$ cat config.mk
export PLATFORM = sky130hd
export DESIGN_NAME = cnn_layer_accel_weight_seq_ctrl
export DESIGN_NICKNAME = d
export VERILOG_FILES = /design/src/rtl/cnn_layer_accel_weight_seq_ctrl.sv
export SDC_FILE = /design/constraint.sdc
export NUM_CORES = 1
export LEC_CHECK = 0
export CORE_MARGIN = 3
export CORE_UTILIZATION = 42
export CTS_CLUSTER_SIZE = 8
export DETAILED_ROUTE_END_ITERATION = 16
export DONT_BUFFER_PORTS = 1
export HOLD_SLACK_MARGIN = 0.02
export PLACE_DENSITY = 0.65
export SYNTH_ARGS = -nofsm -noshare
export SYNTH_HDL_FRONTEND = slang
export SYNTH_SLANG_ARGS = --single-unit
$ cat constraint.sdc
create_clock -name clk -period 3.5 [get_ports clk]
set_input_delay 0.7 -clock clk [delete_from_list [all_inputs] [get_ports clk]]
set_output_delay 0.7 -clock clk [all_outputs]
set_load 0.005 [all_outputs]
$ cat src/rtl/cnn_layer_accel_weight_seq_ctrl.sv
// rtl/cnn_layer_accel_weight_seq_ctrl.sv - walks the weight sequence table per kernel and streams weight-buffer read address pairs
module cnn_layer_accel_weight_seq_ctrl #(
   parameter int C_NUM_SEQ_VALUES = 5,
   parameter int C_SEQ_WIDTH      = 4,
   parameter int C_RDADDR_WIDTH   = $clog2(C_NUM_SEQ_VALUES),
   parameter int C_WHT_ADDR_WIDTH = 10,
   parameter int C_NUM_KRNL_WIDTH = 8
) (
   input  logic                        clk,
   input  logic                        rst,
   input  logic                        start,
   input  logic [C_NUM_KRNL_WIDTH-1:0] num_kernels,
   input  logic [C_WHT_ADDR_WIDTH-1:0] base_addr,
   input  logic [C_WHT_ADDR_WIDTH-1:0] krnl_stride,
   output logic [C_RDADDR_WIDTH-1:0]   seq_rdAddr,
   output logic                        seq_rden,
   input  logic [C_SEQ_WIDTH-1:0]      seq_dout0,
   input  logic [C_SEQ_WIDTH-1:0]      seq_dout1,
   output logic [C_WHT_ADDR_WIDTH-1:0] wht_addr0,
   output logic [C_WHT_ADDR_WIDTH-1:0] wht_addr1,
   output logic                        wht_valid,
   input  logic                        wht_ready,
   output logic                        wht_last,
   output logic                        busy,
   output logic                        done
);

   typedef enum logic [1:0] {S_IDLE, S_RUN, S_DRAIN, S_DONE} state_t;

   state_t                      state, state_nxt;
   logic [C_NUM_KRNL_WIDTH-1:0] nk_r;
   logic [C_NUM_KRNL_WIDTH-1:0] kcnt;
   logic [C_WHT_ADDR_WIDTH-1:0] stride_r;
   logic [C_WHT_ADDR_WIDTH-1:0] kbase;
   logic [C_RDADDR_WIDTH-1:0]   idx;

   // request pipeline: base and last flag travel alongside the table read
   logic                        inflight;
   logic [C_WHT_ADDR_WIDTH-1:0] pipe_base;
   logic                        pipe_last;

   // 2-entry skid FIFO
   logic [C_WHT_ADDR_WIDTH-1:0] f_a0 [2];
   logic [C_WHT_ADDR_WIDTH-1:0] f_a1 [2];
   logic                        f_last [2];
   logic                        wr_ptr, rd_ptr;
   logic [1:0]                  fifo_cnt;

   logic                        pop, push, issue, last_idx, issue_last;
   logic [2:0]                  used;

   assign pop        = wht_valid & wht_ready;
   assign push       = inflight;
   // a pop this cycle frees a slot in time for the data returned by a read issued now
   assign used       = ({1'b0, fifo_cnt} + {2'b00, inflight}) - {2'b00, pop};
   assign issue      = (state == S_RUN) && (used < 3'd2);
   assign last_idx   = (idx == C_RDADDR_WIDTH'(C_NUM_SEQ_VALUES - 1));
   assign issue_last = last_idx && (kcnt == nk_r - 1'b1);

   assign seq_rdAddr = idx;
   assign seq_rden   = issue;
   assign wht_valid  = (fifo_cnt != 2'd0);
   assign wht_addr0  = f_a0[rd_ptr];
   assign wht_addr1  = f_a1[rd_ptr];
   assign wht_last   = wht_valid & f_last[rd_ptr];
   assign busy       = (state == S_RUN) || (state == S_DRAIN);
   assign done       = (state == S_DONE);

   // state register
   always_ff @(posedge clk or negedge rst) begin
      if (!rst) state <= S_IDLE;
      else      state <= state_nxt;
   end

   // next-state logic; DRAIN exits as soon as the last pair leaves so done follows it by one cycle
   always_comb begin
      state_nxt = state;
      case (state)
         S_IDLE:  if (start) state_nxt = (num_kernels == '0) ? S_DONE : S_RUN;
         S_RUN:   if (issue && issue_last) state_nxt = S_DRAIN;
         S_DRAIN: if (!inflight && ((fifo_cnt == 2'd0) || ((fifo_cnt == 2'd1) && pop)))
                     state_nxt = S_DONE;
         S_DONE:  state_nxt = S_IDLE;
         default: state_nxt = S_IDLE;
      endcase
   end

   // parameter latch, table index and kernel base walk
   always_ff @(posedge clk or negedge rst) begin
      if (!rst) begin
         nk_r     <= '0;
         stride_r <= '0;
         kbase    <= '0;
         kcnt     <= '0;
         idx      <= '0;
      end else if ((state == S_IDLE) && start) begin
         nk_r     <= num_kernels;
         stride_r <= krnl_stride;
         kbase    <= base_addr;
         kcnt     <= '0;
         idx      <= '0;
      end else if (issue) begin
         if (last_idx) begin
            idx   <= '0;
            kcnt  <= kcnt + 1'b1;
            kbase <= kbase + stride_r;
         end else begin
            idx   <= idx + 1'b1;
         end
      end
   end

   // track the outstanding read and the context it was issued with
   always_ff @(posedge clk or negedge rst) begin
      if (!rst) begin
         inflight  <= 1'b0;
         pipe_base <= '0;
         pipe_last <= 1'b0;
      end else begin
         inflight <= issue;
         if (issue) begin
            pipe_base <= kbase;
            pipe_last <= issue_last;
         end
      end
   end

   // skid FIFO: capture returned table data, release on handshake
   always_ff @(posedge clk or negedge rst) begin
      if (!rst) begin
         for (int i = 0; i < 2; i++) begin
            f_a0[i]   <= '0;
            f_a1[i]   <= '0;
            f_last[i] <= 1'b0;
         end
         wr_ptr   <= 1'b0;
         rd_ptr   <= 1'b0;
         fifo_cnt <= 2'd0;
      end else begin
         if (push) begin
            f_a0[wr_ptr]   <= pipe_base + C_WHT_ADDR_WIDTH'(seq_dout0);
            f_a1[wr_ptr]   <= pipe_base + C_WHT_ADDR_WIDTH'(seq_dout1);
            f_last[wr_ptr] <= pipe_last;
            wr_ptr         <= ~wr_ptr;
         end
         if (pop) rd_ptr <= ~rd_ptr;
         case ({push, pop})
            2'b10:   fifo_cnt <= fifo_cnt + 2'd1;
            2'b01:   fifo_cnt <= fifo_cnt - 2'd1;
            default: fifo_cnt <= fifo_cnt;
         endcase
      end
   end

endmodule
# After elaboration in Yosys (flattened, before gate mapping)
# Index checks and enable logic that the tools add are counted.
dict set report word_totals {
  ff_bits 99
  out_inout_bits 28
  wordCells 99
}
dict set report classes {
  add_sub_neg 10
  order_cmp 4
  eq_ne 11
  n_mux 31
  bitwise_logic 6
  reduce_logical 19
}
# operator n
set ops {}
lappend ops {{10-bit two-way mux} 10}
lappend ops {{20-bit bitwise mux} 2}
lappend ops {{8-bit two-way mux} 3}
lappend ops {{10-bit by 4-bit adder with 10-bit output} 2}
lappend ops {{10-bit adder} 1}
lappend ops {{10-bit demux with 1-bit select} 1}
lappend ops {{3-bit two-way mux} 3}
lappend ops {{8-bit by 1-bit adder with 8-bit output, second input constant} 1}
lappend ops {{8-bit equality test} 1}
lappend ops {{8-bit logical NOT} 1}
lappend ops {{2-bit two-way mux} 4}
lappend ops {{2-bit case mux with 4 select lines} 1}
lappend ops {{2-bit nonzero test} 4}
lappend ops {{8-bit by 1-bit subtractor with 8-bit output, second input constant} 1}
lappend ops {{1-bit logical AND} 7}
lappend ops {{2-bit by 1-bit equality test with 1-bit output, second input constant} 3}
lappend ops {{2-bit equality test, second input constant} 3}
lappend ops {{2-bit >= comparator, second input constant} 2}
lappend ops {{2-bit logical NOT} 2}
lappend ops {{1-bit two-way mux} 4}
lappend ops {{2-bit by 1-bit != test with 1-bit output, second input constant} 2}
lappend ops {{1-bit NOT with 2-bit output} 2}
lappend ops {{2-bit case mux with 2 select lines} 1}
lappend ops {{2-bit by 1-bit adder with 3-bit output} 1}
lappend ops {{other kinds (16)} 19}

# Depth between registers and ports, before layout
# Gate-level depths: netlist (run 1).
dict set report logic_depth {
  ltp_word 8
  depth_mapped 14
  mapped_depth_nobuf 13
}

# Worst setup path before layout (run 1)
# OpenSTA, ideal clock, no wires.
dict set report synth_path {
  path_kind {input port to output port}
  start {in wht_ready}
  end {out seq_rden}
  arrival_time_ns 2.444
  required_ns 2.800
  setup_slack_ns 0.356
  path_stages 8
  cell_sequence {nor2b_1 ha_1 nand2b_1 fa_1 xnor2_1 and3_1 buf_6 clkbuf_1}
}
dict set report synth_via {
  elab_chain_cells 4
}
# element line
set synth_lines {}
lappend synth_lines {{from (decl)} 22} ;# input logic wht_ready,
lappend synth_lines {{1-bit AND} 52} ;# assign pop = wht_valid & wht_ready;
lappend synth_lines {{3-bit by 1-bit subtractor with 3-bit output} 55} ;# assign used = ({1'b0, fifo_cnt} + {2'b00, inflight}) - {2'b00, pop};
lappend synth_lines {{3-bit by 2-bit less-than comparator with 1-bit output} 56} ;# assign issue = (state == S_RUN) && (used < 3'd2);
lappend synth_lines {{1-bit logical AND} 56}
lappend synth_lines {{to (decl)} 16} ;# output logic seq_rden,
# Every way passes these cells.

# Final worst setup path (run 1)
dict set report layout_path {
  start {reg fifo_cnt[1]}
  end {out seq_rden}
}
dict set report layout_via {
  elab_chain_cells 5
  elab_cells_between_ends 6
}
# element line
set layout_lines {}
lappend layout_lines {{from (decl)} 47} ;# logic [1:0] fifo_cnt;
lappend layout_lines {{from (signal assigned)} 148} ;# 2'b10: fifo_cnt <= fifo_cnt + 2'd1;
lappend layout_lines {{from (signal assigned)} 149} ;# 2'b01: fifo_cnt <= fifo_cnt - 2'd1;
lappend layout_lines {{from (signal assigned)} 150} ;# default: fifo_cnt <= fifo_cnt;
lappend layout_lines {{2-bit nonzero test} 62} ;# assign wht_valid = (fifo_cnt != 2'd0);
lappend layout_lines {{1-bit AND} 52}
lappend layout_lines {{named net pop} 49} ;# logic pop, push, issue, last_idx, issue_last;
lappend layout_lines {{3-bit by 1-bit subtractor with 3-bit output} 55}
lappend layout_lines {{3-bit by 2-bit less-than comparator with 1-bit output} 56}
lappend layout_lines {{1-bit logical AND} 56}
# The timed path passes the listed nets, and every way through them passes these cells.

==> flow_metrics.py, run 1 <==
metrics = {
    "layout": {
        "post-route-util_pct": 47.4,
        "drive_gt1_share_pct": 10.8,
        "syn2layout_area_growth_pct": 8.65,
        "nets": 617,
        "num_antenna_cells": 0,
        "fillers": 1176,
    },
    "floorplan": {
        "boundaryPins": 68,
        "core_sq_um": 12200,
        "dieHeight_um": 118,
        "die_area_sq_um": 14000,
        "num_rows": 40,
        "start_util_pct": 43.6,
        "die_w_um": 118,
    },
    "logic_synthesis": {
        "ys_top_cells_by_count": "109 x nand2_1, 99 x dfrtp_1, 65 x o21ai_0",
        "synth_top_area_share_pct": 46.7,
        "yosysWarnings": 0,
        "muxShareOfSynthArea_pct": 8.32,
        "synth-seq-area-share_pct": 46.7,
        "synth-compound-area-share_pct": 10.2,
        "synthFlopType": "dfrtp_1",
        "ys_types": 36,
        "yosys.area_share.simple_pct": 16.1,
        "synth_area_leaders": "dfrtp_1 47%, nand2_1 7.7%, ha_1 7.1%",
        "synth.most_common_cell": "nand2_1",
        "synth_nets": 624,
        "synth.largest_area_cell": "dfrtp_1",
        "synth_top_family_by_area": "simple AND/OR/NAND/NOR gates",
        "netlist_instances": 550,
        "synth_fa_ha_area_share_pct": 8.58,
        "ys_seq_elements": 99,
        "synth-xor-area-share_pct": 6.77,
        "synthArstFlopShare_pct": 100,
        "synth_area_sq_um": 5310,
        "synth_edf_count": 0,
        "avgSynthCellArea_sq_um": 9.65,
    },
    "worst_setup_path": {
        "path_class": "flip-flop to output port",
        "worstPathCellList": "inv_1, ha_1, nor2b_2, ha_1, nand2b_1, fa_1, xnor2_1, and3_2, buf_8",
        "path_common_cell": "ha_1",
        "endpoint_kind": "output port",
        "cp_data_arrival_time_ns": 2.60,
        "path_delay_family": "adder cells",
        "start_kind": "flip-flop",
        "max_stage_delay_ns": 0.42,
        "required_ns": 2.80,
        "critPathBufInv": 2,
        "crit_fanout": 19,
        "cp_slowest_cell": "dfrtp_1",
    },
    "cts": {
        "clk_latency_ns": 0.35,
        "cts_inserted_buffers": 9,
        "cts_tree": "built",
        "cts_sinks": 99,
        "root_buffer": "clkbuf_16",
        "clk_pin_slew_worst_paths_ns": 0.07,
        "cts_setup_buffers": 0,
        "htreeDepth": 3,
        "cts_buffer_depth": 2,
    },
    "sta": {
        "maxSlewHeadroom_pct": 34.3,
        "fin_setup_tns_ns": 0,
        "period_share_pct": 94.2,
        "whs_ns": 0.0434,
        "fin_crit_ns": 3.30,
        "clock_skew_ns": 0.00747,
        "hold_violations": 0,
        "maxSlewViolCount": 0,
        "max_freq_mhz": 303,
        "tightest_slew_ns": 0.986,
        "finalSetupViolCount": 0,
        "rsz0062_at_grt": "no",
    },
    "power_and_ir_drop": {
        "leakagePower_nw": 2.61,
        "power-per-cell-area_nw_per_um2": 906,
        "ir_worst_vdd_uv": 422,
    },
    "grt": {
        "overflow": 0,
        "grt_use_total_pct": 16.5,
        "grt_max_degree": 100,
        "antenna_found_initial": 0,
        "grt_pass1_wl_um": 18800,
        "first_global_vias": 3760,
    },
    "routing": {
        "drt_iter0_drc": 140,
        "wl_um": 10900,
        "drtAntennaViolNets": 0,
        "drc_errors": 0,
        "first_pass_iters": 4,
        "vias_per_cell": 5.17,
        "wl_per_cell_um": 15.2,
        "vias": 3703,
    },
    "place": {
        "io_buffers": 0,
        "gp_congestion": 0.849,
        "place.detailed.hpwl_um": 8130,
    },
    "hold_path": {
        "hold_path_class": "primary input to asynchronous set/reset pin",
    },
    "outcome": {
        "status": "finished clean",
    },
    "run": {
        "cap_violations": 0,
    },
}
power by group:
part	internal, W	leakage, nW	switching [W]
Clock	0.000491	0.131	0.000441
Sequential	0.00164	1.24	0.000449
Combinational	0.00104	1.25	0.00116
cell usage in the layout (no fill, tap or decap), types with 9 or more instances in the layout:
cell,n
nor2b_1,9
nand2_1,109
a21oi_1,16
xnor2_1,24
o21ai_0,65
nand3_1,10
ha_1,30
xor2_1,17
clkbuf_16,9
mux2_2,33
nor2_1,28
inv_1,21
dfrtp_1,99
final timing paths:
check | startpoint | end | slack, ns | depth (start not counted)
max in group asynchronous | rst | nk_r[1]$_DFFE_PN0P_ | 3.32 | 0
worst min register to register | f_a1[7]$_DFFE_PN0P_ | f_a1[7]$_DFFE_PN0P_ | 0.48 | 2
min in group clk | krnl_stride[0] | stride_r[0]$_DFFE_PN0P_ | 0.46 | 2
worst min-delay path | rst | f_a1[3]$_DFFE_PN0P_ | 0.04 | 0
worst max register to register | fifo_cnt[1]$_DFFE_PN0P_ | state[0]$_DFFE_PN0P_ | 0.32 | 13
worst max-delay path | fifo_cnt[1]$_DFFE_PN0P_ | seq_rden | 0.20 | 9
kinds of logic after synthesis:
kind of cell / Yosys count
buf+inv: 45
simple gates: 192
flops: 99
xor+xnor: 41
compound gates: 99
mux: 40
fa+ha+maj: 34
routing by layer:
layer  track usage (%)  wire (um)  part of all wire, %
met5                 0          0                    0
met4              4.34        130                  1.2
met3              4.21        555                  5.1
met2              26.0       5000                   46
met1              22.6       5190                   48
flip-flops by register name (all words and copies together), names as in the netlist:
signal	flops
stride_r	10
rd_ptr	1
seq_rdAddr	3
kcnt	8
nk_r	8
pipe_last	1
pipe_base	10
kbase	10
state	2
f_last	2
f_a0	20
wr_ptr	1
fifo_cnt	2
inflight	1
f_a1	20
through the flow:
step / cell area (sq um) / total power [W] / setup slack [ns] / instances
floorplan: 5310 / 0.00377 / 0.356 / 550
global placement: 5470 / 0.00421 / 0.277 / 700
detailed placement: 5470 / 0.00432 / 0.165 / 700
CTS: 5740 / 0.00527 / 0.00426 / 716
global route: 5770 / 0.00572 / 0.0398 / 716
finish: 5770 / 0.00523 / 0.202 / 716
cell type report:
cell class,count,area (sq um),share of cell area [%]
tap,168,210,3.65
multi-input combinational,406,2670,46.3
clock inverter,6,48.8,0.846
inverter,21,78.8,1.37
sequential,99,2480,43.0
clock buffer,10,229,3.97
timing repair buffer,6,52.6,0.911
what timing repair did:
item,CTS,global route
resized for setup,0,6
setup endpoints to repair,0,7
hold buffers,0,0
Note: power is estimated with default switching activity, not from simulation.
==> run 2, diff against run 1 <==
clock period = 4.2 ns   (was 3.5 ns; I/O delays follow)
==> run 2 against run 1 <==
Effect of this change: cell count fell by 0.28%; die area did not move; largest cell class unchanged; largest power group unchanged; clock power fell by 11%; wire length rose by 1.6%.
==> flow_metrics.py, run 2 (synthesized netlist as in run 1, its figures left out) <==
metrics = {
    "place": {
        "pre_cts_ws_ns": 0.595,
        "place.detailed.hpwl_um": 8120,
        "io_buffers": 0,
        "gp_congestion": 0.865,
        "place_area_sq_um": 5450,
        "dp.cells": 698,
    },
    "floorplan": {
        "start_util_pct": 43.6,
        "core_sq_um": 12200,
        "dieHeight_um": 118,
        "die_area_sq_um": 14000,
        "die_w_um": 118,
        "num_rows": 40,
        "boundaryPins": 68,
    },
    "sta": {
        "fin_ws_ns": 0.555,
        "period_share_pct": 86.8,
        "clock_skew_ns": 0.00758,
        "finalSetupViolCount": 0,
        "maxSlewViolCount": 0,
        "tightest_slew_ns": 1.04,
        "rsz0062_at_grt": "no",
        "fin_crit_ns": 3.65,
        "hold_violations": 0,
        "max_freq_mhz": 274,
        "fin_setup_tns_ns": 0,
        "maxSlewHeadroom_pct": 30.4,
    },
    "worst_setup_path": {
        "crit_fanout": 19,
        "required_ns": 3.36,
        "cp_data_arrival_time_ns": 2.81,
        "worstRegToRegCells": 13,
        "start_kind": "flip-flop",
        "path_class": "flip-flop to output port",
        "r2r_end": "state[1]$_DFFE_PN0P_",
        "timing.rr.start": "fifo_cnt[1]$_DFFE_PN0P_",
        "endpoint_kind": "output port",
        "r2r_slack_ns": 0.73,
    },
    "layout": {
        "largest_registers": "f_a0 (20), f_a1 (20)",
        "post-route-util_pct": 47.3,
        "fillers": 1168,
        "final_cell_mix": "109 x nand2_1, 99 x dfrtp_1, 65 x o21ai_0, 33 x mux2_2, 30 x ha_1",
        "final_common_cell": "nand2_1",
        "drive_gt1_share_pct": 9.89,
        "fin_cells": 714,
        "multiInputGateArea_sq_um": 2650,
        "fin_area_sq_um": 5750,
        "nets": 615,
        "regArea_sq_um": 2480,
        "syn2layout_area_growth_pct": 8.37,
        "num_antenna_cells": 0,
    },
    "grt": {
        "first_global_vias": 3724,
        "grt_use_total_pct": 16.6,
        "overflow": 0,
        "grt_pass1_wl_um": 18900,
        "grt_max_degree": 100,
        "antenna_found_initial": 0,
    },
    "routing": {
        "vias_per_cell": 5.20,
        "wl_per_cell_um": 15.5,
        "drt_iter0_drc": 166,
        "drc_errors": 0,
        "wl_um": 11000,
        "drtAntennaViolNets": 0,
        "vias": 3714,
        "first_pass_iters": 4,
    },
    "cts": {
        "clk_pin_slew_worst_paths_ns": 0.07,
        "cts_inserted_buffers": 9,
        "cts_tree": "built",
        "cts_buffer_depth": 2,
        "cts_sinks": 99,
        "cts_hold_buffers": 0,
        "cts_setup_buffers": 0,
        "htreeDepth": 3,
        "post_cts_resized": 0,
        "clk_latency_ns": 0.34,
        "root_buffer": "clkbuf_16",
    },
    "power_and_ir_drop": {
        "power-per-cell-area_nw_per_um2": 764,
        "leakagePower_nw": 2.62,
        "ir_worst_vdd_uv": 349,
    },
    "outcome": {
        "status": "finished clean",
    },
    "run": {
        "cap_violations": 0,
    },
    "hold_path": {
        "hold_path_class": "primary input to asynchronous set/reset pin",
    },
}
==> run 2: per-stage QoR <==
stage / total power (W) / hold WS (ns)
6_report: 0.00439 / 0.187
5_1_grt: 0.00480 / 0.161
4_1_cts: 0.00445 / 0.171
3_5_place_dp: 0.00360 / 0.465
3_3_place_gp: 0.00351 / 0.456
2_1_floorplan: 0.00314 / 0.444
==> run 2: worst max path at each step <==
| stage | startpoint | end | slack [ns] | cells after the start |
|---|---|---|---|---|
| after floorplan | wht_ready | seq_rden | 0.78 | 8 |
| after global placement | wht_ready | state[1]$_DFFE_PN0P_ | 0.69 | 11 |
| after detailed placement | wht_ready | state[1]$_DFFE_PN0P_ | 0.60 | 11 |
| after CTS | fifo_cnt[1]$_DFFE_PN0P_ | seq_rden | 0.50 | 9 |
| after global routing | fifo_cnt[1]$_DFFE_PN0P_ | seq_rden | 0.37 | 9 |
| final | fifo_cnt[1]$_DFFE_PN0P_ | seq_rden | 0.55 | 9 |
==> run 2: report_power, final <==
part,switching (W),internal (W)
clock,0.000364,0.000467
combinational,0.000956,0.000854
sequential,0.000383,0.00137
==> run 2: per-layer routing <==
metal / vias up / GRT usage (%) / share of wire [%]
met5: - / 0 / 0
li1: 1840 / - / -
met1: 1780 / 22.5 / 48
met2: 85 / 26.4 / 46
met4: 0 / 4.42 / 0.98
met3: 9 / 4.45 / 5.3
==> run 2: final cells by class <==
| cell class | instances | area share, % |
|---|---|---|
| timing repair buffer | 4 | 0.522 |
| clock buffer | 9 | 3.92 |
| inverter | 21 | 1.37 |
| clock inverter | 7 | 1.33 |
| tap | 168 | 3.65 |
| sequential | 99 | 43.1 |
| multi-input combinational | 406 | 46.1 |
==> run 2: critical path: stages (launching register included) <==
cell,delay (ns)
dfrtp_1,0.43
inv_1,0.08
ha_1,0.23
nor2b_1,0.25
ha_1,0.28
nand2b_1,0.15
fa_1,0.39
xnor2_1,0.13
and3_1,0.23
buf_4,0.27
==> run 3, diff against run 2 <==
CORE_ASPECT_RATIO = 1.75   (was default)
==> run 3 against run 2 <==
Effect of this change: clock power is 4.3% lower; total power down 0.94%; highest routed layer unchanged; maximum frequency grew 0.54%; largest cell class unchanged; first-iteration DRC count down 16%; global-route usage hardly changed.
==> flow_metrics.py, run 3 (synthesized netlist as in run 1, its figures left out) <==
metrics = {
    "outcome": {
        "status": "finished clean",
    },
    "floorplan": {
        "boundaryPins": 68,
        "die_area_sq_um": 14100,
        "num_rows": 53,
        "start_util_pct": 43.5,
        "dieHeight_um": 155,
        "die_w_um": 91.0,
        "core_sq_um": 12200,
    },
    "routing": {
        "vias": 3704,
        "first_pass_iters": 4,
        "wl_um": 11100,
        "vias_per_cell": 5.21,
        "wl_per_cell_um": 15.6,
        "drc_errors": 0,
        "drt_iter0_drc": 140,
        "drtAntennaViolNets": 0,
    },
    "grt": {
        "overflow": 0,
        "first_global_vias": 3797,
        "grt_use_total_pct": 16.5,
        "grt_max_degree": 100,
        "grt_pass1_wl_um": 18700,
        "antenna_found_initial": 0,
    },
    "power_and_ir_drop": {
        "power-per-cell-area_nw_per_um2": 758,
        "leakagePower_nw": 2.61,
        "ir_worst_vdd_uv": 298,
    },
    "sta": {
        "clock_skew_ns": 0.00888,
        "fin_crit_ns": 3.63,
        "rsz0062_at_grt": "no",
        "hold_violations": 0,
        "fin_setup_tns_ns": 0,
        "fin_ws_ns": 0.574,
        "maxSlewViolCount": 0,
        "max_freq_mhz": 276,
        "maxSlewHeadroom_pct": 24.6,
        "finalSetupViolCount": 0,
        "tightest_slew_ns": 1.13,
        "period_share_pct": 86.3,
    },
    "cts": {
        "cts_setup_buffers": 0,
        "clk_latency_ns": 0.34,
        "cts_inserted_buffers": 9,
        "htreeDepth": 3,
        "cts_buffer_depth": 2,
        "cts_tree": "built",
        "cts_hold_buffers": 0,
        "cts_sinks": 99,
        "post_cts_resized": 0,
        "clk_pin_slew_worst_paths_ns": 0.07,
        "root_buffer": "clkbuf_16",
    },
    "worst_setup_path": {
        "crit_fanout": 19,
        "path_common_cell": "ha_1",
        "path_delay_family": "adder cells",
        "required_ns": 3.36,
        "max_stage_delay_ns": 0.43,
        "cp_slowest_cell": "dfrtp_1",
        "critPathBufInv": 2,
        "start_kind": "flip-flop",
        "path_class": "flip-flop to output port",
        "worstPathCellList": "inv_1, ha_1, nor2b_1, ha_1, nand2b_1, fa_1, xnor2_1, and3_1, buf_4",
        "endpoint_kind": "output port",
        "cp_data_arrival_time_ns": 2.79,
        "r2r_slack_ns": 0.82,
    },
    "layout": {
        "drive_gt1_share_pct": 9.71,
        "post-route-util_pct": 47.0,
        "syn2layout_area_growth_pct": 8.11,
        "final_common_cell": "nand2_1",
        "nets": 615,
        "final_cell_mix": "109 x nand2_1, 99 x dfrtp_1, 65 x o21ai_0, 33 x mux2_2, 30 x ha_1",
        "num_antenna_cells": 0,
        "largest_registers": "f_a0 (20), f_a1 (20)",
    },
    "run": {
        "cap_violations": 0,
    },
    "place": {
        "io_buffers": 0,
        "gp_congestion": 0.838,
        "pre_cts_ws_ns": 0.691,
        "place.detailed.hpwl_um": 8160,
    },
    "hold_path": {
        "hold_path_class": "primary input to asynchronous set/reset pin",
    },
}
## run 3: stage by stage
stage	hold WS [ns]	cell area (sq um)	power [W]	cells
floorplan	0.444	5310	0.00314	550
global placement	0.457	5450	0.00351	695
detailed placement	0.465	5450	0.00359	695
CTS	0.185	5740	0.00441	711
global route	0.184	5740	0.00474	711
finish	0.199	5740	0.00435	711
## run 3: final cells by class
class / count / area, sq um
Timing Repair Buffer: 4 / 30.0
Inverter: 21 / 78.8
Fill cell: 1204 / 6460
Clock buffer: 13 / 270
Clock inverter: 3 / 21.3
Sequential cell: 99 / 2480
Multi-Input combinational cell: 406 / 2650
Tap cell: 165 / 206
## run 3: worst register-to-register path, cell delays in order, from the launching register on
cell	delay [ns]
dfrtp_1	0.43
inv_1	0.09
ha_1	0.23
nor2b_1	0.24
ha_1	0.27
nand2b_1	0.15
fa_1	0.38
xnor2_1	0.13
and3_1	0.24
nand3_4	0.22
nor4_1	0.34
o2111ai_1	0.18
a21o_1	0.24
mux2i_1	0.12
## run 3: worst paths after layout
check / cells after the start / startpoint / endpoint
hold reg to reg: 2 / f_a1[15]$_DFFE_PN0P_ / f_a1[15]$_DFFE_PN0P_
min in group clk: 2 / f_a1[15]$_DFFE_PN0P_ / f_a1[15]$_DFFE_PN0P_
hold / removal: 0 / rst / stride_r[2]$_DFFE_PN0P_
setup reg to reg: 13 / fifo_cnt[1]$_DFFE_PN0P_ / state[1]$_DFFE_PN0P_
setup / recovery: 9 / fifo_cnt[1]$_DFFE_PN0P_ / seq_rden
max in group asynchronous: 0 / rst / rd_ptr$_DFFE_PN0P_
## run 3: report_power, final
| part | total (W) | switching [W] | internal [W] |
|---|---|---|---|
| Sequential | 0.00173 | 0.000362 | 0.00137 |
| Clock | 0.000795 | 0.000344 | 0.000451 |
| Combinational | 0.00182 | 0.000967 | 0.000858 |
## run 3: per-layer routing
| layer | up-vias | track usage [%] | wire (um) |
|---|---|---|---|
| met3 | 11 | 3.26 | 397 |
| met2 | 61 | 29.7 | 5860 |
| met1 | 1794 | 19.6 | 4630 |
| met5 | - | 0 | 0 |
| met4 | 0 | 5.76 | 192 |
| li1 | 1838 | - | - |
